[config.mk]
export PLATFORM = sky130hd
export DESIGN_NAME = imem_loader
export DESIGN_NICKNAME = d
export VERILOG_FILES = /design/src/rtl/imem_loader.sv
export SDC_FILE = /design/constraint.sdc
export NUM_CORES = 1
export LEC_CHECK = 0
export ABC_CLOCK_PERIOD_IN_PS = 5620
export BUFFER_PORTS_ARGS = -buffer_cell sky130_fd_sc_hd__clkbuf_2
export CORE_UTILIZATION = 62
export DETAILED_ROUTE_END_ITERATION = 8
export PLACE_DENSITY = 0.93
export SYNTH_ARGS = -nofsm -noshare
export SYNTH_HDL_FRONTEND = slang
export SYNTH_SLANG_ARGS = --single-unit
[constraint.sdc]
create_clock -name clk -period 5.62 [get_ports clk]
set_input_delay 0.843 -clock clk [delete_from_list [all_inputs] [get_ports clk]]
set_output_delay 0.843 -clock clk [all_outputs]
set_load 0.05 [all_outputs]
[src/rtl/imem_loader.sv]
// Boot loader: assembles a little-endian byte stream into 32-bit words,
// writes them to instruction memory and holds the core in reset until done.
module imem_loader #(
    parameter logic [31:0] BASE_ADDR = 32'h0,
    parameter int unsigned MAX_WORDS = 1024
) (
    input  logic        clk,
    input  logic        rst,
    input  logic [7:0]  in_data,
    input  logic        in_valid,
    output logic        in_ready,
    output logic [31:0] mem_addr,
    output logic [31:0] mem_data,
    output logic        mem_en,
    output logic        mem_wr,
    output logic        core_rst_n,
    output logic        done,
    output logic        err
);

    typedef enum logic [2:0] {
        S_HDR,
        S_LOAD,
        S_WRITE,
        S_DONE,
        S_ERR
    } state_t;

    state_t      state_q, state_d;
    logic [1:0]  byte_cnt_q, byte_cnt_d;
    logic [31:0] word_idx_q, word_idx_d;
    logic [31:0] count_q, count_d;
    logic [31:0] shift_q, shift_d;
    logic [31:0] hdr_word;

    always_ff @(posedge clk) begin
        if (!rst) begin
            state_q    <= S_HDR;
            byte_cnt_q <= 2'd0;
            word_idx_q <= 32'd0;
            count_q    <= 32'd0;
            shift_q    <= 32'd0;
        end else begin
            state_q    <= state_d;
            byte_cnt_q <= byte_cnt_d;
            word_idx_q <= word_idx_d;
            count_q    <= count_d;
            shift_q    <= shift_d;
        end
    end

    // Header value including the byte arriving this cycle
    assign hdr_word = {in_data, shift_q[23:0]};

    always_comb begin
        state_d    = state_q;
        byte_cnt_d = byte_cnt_q;
        word_idx_d = word_idx_q;
        count_d    = count_q;
        shift_d    = shift_q;
        in_ready   = 1'b0;
        mem_addr   = 32'd0;
        mem_data   = 32'd0;
        mem_en     = 1'b0;
        mem_wr     = 1'b0;
        core_rst_n = 1'b0;
        done       = 1'b0;
        err        = 1'b0;

        unique case (state_q)
            S_HDR: begin
                in_ready = 1'b1;
                if (in_valid) begin
                    shift_d[{byte_cnt_q, 3'b000} +: 8] = in_data;
                    byte_cnt_d = byte_cnt_q + 2'd1;
                    if (byte_cnt_q == 2'd3) begin
                        count_d = hdr_word;
                        shift_d = 32'd0;
                        if (hdr_word == 32'd0)
                            state_d = S_DONE;
                        else if (hdr_word > 32'(MAX_WORDS))
                            state_d = S_ERR;
                        else
                            state_d = S_LOAD;
                    end
                end
            end
            S_LOAD: begin
                in_ready = 1'b1;
                if (in_valid) begin
                    shift_d[{byte_cnt_q, 3'b000} +: 8] = in_data;
                    byte_cnt_d = byte_cnt_q + 2'd1;
                    if (byte_cnt_q == 2'd3)
                        state_d = S_WRITE;
                end
            end
            S_WRITE: begin
                mem_en     = 1'b1;
                mem_wr     = 1'b1;
                mem_addr   = BASE_ADDR + {word_idx_q[29:0], 2'b00};
                mem_data   = shift_q;
                word_idx_d = word_idx_q + 32'd1;
                if (word_idx_q + 32'd1 == count_q)
                    state_d = S_DONE;
                else
                    state_d = S_LOAD;
            end
            S_DONE: begin
                done       = 1'b1;
                core_rst_n = 1'b1;
            end
            S_ERR: begin
                err = 1'b1;
            end
            default: begin
                state_d = S_HDR;
            end
        endcase
    end

endmodule

==> out/qor.yml <==
cts:
  clk_pin_slew_ps: 100
  post_cts_buffers: 0
  cts_buffers: 9
  ctsResizeCount: 0
  ctsHoldBuffers: 0
  clk_latency_ps: 380
  cts_tree: "done"
  clockBufferDepth: 2
  clock_tree.htree_level_count: 3
  root_buffer: "clkbuf_8"
  cts_sinks: 101
logic_synthesis:
  synth-seq-cells: 101
  synth_edf_count: 0
  synth-seq-area-share_pct: 35.4
  synth-async-reset-ratio_pct: 0
  muxShareOfSynthArea_pct: 0.350
  dominantRegCellSynth: "dfxtp_1"
  synthXorXnorAreaFrac_pct: 11.2
  yosysWarnings: 0
  syn_area_sq_mm: 0.00572
  synth_top_family_by_area: "simple AND/OR/NAND/NOR gates"
  synth_compound_area_share_pct: 12.6
  avgSynthCellArea_sq_um: 7.79
  synth-adder-area-share_pct: 1.53
  synthCells: 734
  synthSimpleGateAreaFrac_pct: 34.4
  synthDistinctLibCells: 56
min_path:
  min_from: "shift_q[31]"
  min_path_type: "reg2reg"
timing:
  tightest_slew_ps: 1050
  min_period_ps: 3620
  setup_viol: 0
  hold_violations: 0
  hold_slack_ps: 458
  fin_crit_sh_pct: 64.4
  slew_violations: 0
  fin_worst_skew_ps: 12.0
  worst_slew_margin_rel_pct: 30.1
  fin_ws_ps: 2000
  fin_tns_setup_ps: 0
  fmax_mhz: 276
  rsz0062_at_grt: "false"
power_and_ir_drop:
  p_leak_nw: 2.41
  ir_worst_vdd_uv: 142
  p_per_area_mw_per_mm2: 204
die:
  chipHeight_um: 98.0
  io_pins: 81
  die_area_sq_mm: 0.00961
  row_count: 34
  die_x_um: 98.0
  initial_core_util_pct: 64.9
  coreArea_sq_mm: 0.00881
setup_path:
  required_ps: 4780
  end_kind: "output pin"
  r2r_start: "word_idx_q[2]"
  reg2regPathDepth: 7
  ff2ff_setup_slack_ps: 2560
  criticalPathCategory: "reg2out"
  critPathMaxFanout: 40
  critPathLaunchType: "register"
  arrival_ps: 2780
  cp-startpoint: "state_q[1]"
  rr_endpoint: "state_q[1]"
  critical_path.endpoint: "mem_addr[29]"
layout:
  drive_gt1_share_pct: 13.9
  syn_to_final_growth_pct: 9.06
  multi_input_area_sq_mm: 0.00344
  antenna_cells: 0
  regArea_sq_mm: 0.00202
  final_cells: 886
  fill_cells: 677
  layout.nets: 791
grt:
  antenna_found_initial: 0
  grt_pass1_wl_mm: 23.6
  grt_max_degree: 43
  grt-ovfl-total: 0
  grt_pass1_vias: 4901
  grt_use_total_pct: 30.3
job:
  cap_viol_max_count: 0
route:
  drtPass1Iterations: 7
  routed_wl_mm: 14.1
  routed-via-count: 5327
  ant_nets: 0
  avgViaCountPerCell: 6.01
  drc_errors: 5
  wl_per_cell_um: 15.9
  dr.first_iter.drc_count: 333
placement:
  dpl_worst_slack_ps: 2410
  io_buffers: 78
  dpl.hpwl_mm: 10.2
  dp.cells: 870
  place.gp.congestion: 0.899
run_status:
  violations: "design-rule violations"
  outcome: "complete, but fails checks"
## cell usage after synthesis (3+ instances only)
library cell,instances,area [sq um]
a21oi_1,42,210
and2_1,89,557
and3_1,6,37.5
buf_4,4,30.0
nor2b_1,6,37.5
nand4_1,20,125
and3b_1,3,26.3
nor3_1,13,65.1
inv_1,5,18.8
xnor2_1,48,420
dfxtp_1,101,2020
o22ai_1,3,18.8
a21boi_0,38,285
or4_1,4,30.0
nor2_1,25,93.8
nor4_1,13,81.3
clkbuf_1,35,131
nor3b_1,4,30.0
or3_1,7,43.8
o21ai_0,8,40.0
xor2_1,25,219
buf_2,12,60.1
ha_1,7,87.6
nand2_1,133,499
buf_1,4,15.0
nand3_1,43,215
a211oi_1,4,30.0
## worst max-delay path, cell delays in order, from the launching register on
cell	delay [ps]
dfxtp_1	430
or3b_2	540
clkinv_1	520
buf_4	410
and2_1	200
clkbuf_2	280
## metrics by stage
stage / util, % / cell area [sq um] / power [mW]
final: 70.8 / 6240 / 1.27
after global routing: 70.8 / 6240 / 1.32
after CTS: 70.8 / 6240 / 1.27
after detailed placement: 68.6 / 6040 / 0.822
after global placement: 68.6 / 6040 / 0.819
after floorplan: - / 5720 / 0.799
## worst min-delay path by stage
stage	endpoint	cells after the start
after floorplan	shift_q[24]	2
after global placement	shift_q[29]	2
after detailed placement	shift_q[31]	2
after CTS	shift_q[31]	2
after global routing	shift_q[30]	2
final	shift_q[31]	2
## per-layer routing
layer	up-vias	routed length [um]	GRT usage [%]	share of wire (%)
met5	-	0	0	0
met4	0	425	12.4	3.0
met3	37	1130	5.15	8.0
met2	288	6750	50.9	48
met1	2433	5800	38.6	41
li1	2569	-	-	-
## state kept, by name (all words and copies together) (netlist names)
register	flops
shift_q	32
count_q	32
byte_cnt_q	2
state_q	3
word_idx_q	32
## logic make-up after synthesis
kind of cell    count (synthesis)
simple gates                  379
compound gates                111
flops                         101
xor+xnor                       73
buf+inv                        60
fa+ha+maj                       7
mux                             2
other cells                     1
## layout by cell type (no fill, tap or decap), types with 13 or more instances in the layout
cell,n
a21oi_1,42
clkbuf_2,78
a21boi_0,38
nand4_1,20
nand2_1,133
xor2_1,25
and2_1,89
dfxtp_1,101
nor3_1,13
nor4_1,13
nand3_1,43
xnor2_1,48
nor2_1,25
## area by class of cell
type / count / share of cell area [%]
Timing Repair Buffer: 82 / 6.74
Multi-Input combinational cell: 574 / 55.2
Sequential cell: 101 / 32.4
Clock buffer: 9 / 1.99
Inverter: 5 / 0.301
Clock inverter: 7 / 1.14
Tap cell: 108 / 2.17
## power breakdown
part / internal (mW) / switching, mW / total [mW] / leakage [nW]
clock: 0.178 / 0.286 / 0.464 / 0.102
sequential: 0.721 / 0.00694 / 0.728 / 0.814
combinational: 0.0231 / 0.0568 / 0.0798 / 1.49
total: 0.922 / 0.350 / 1.27 / 2.41
No activity file was read; power rests on OpenSTA's default activity.
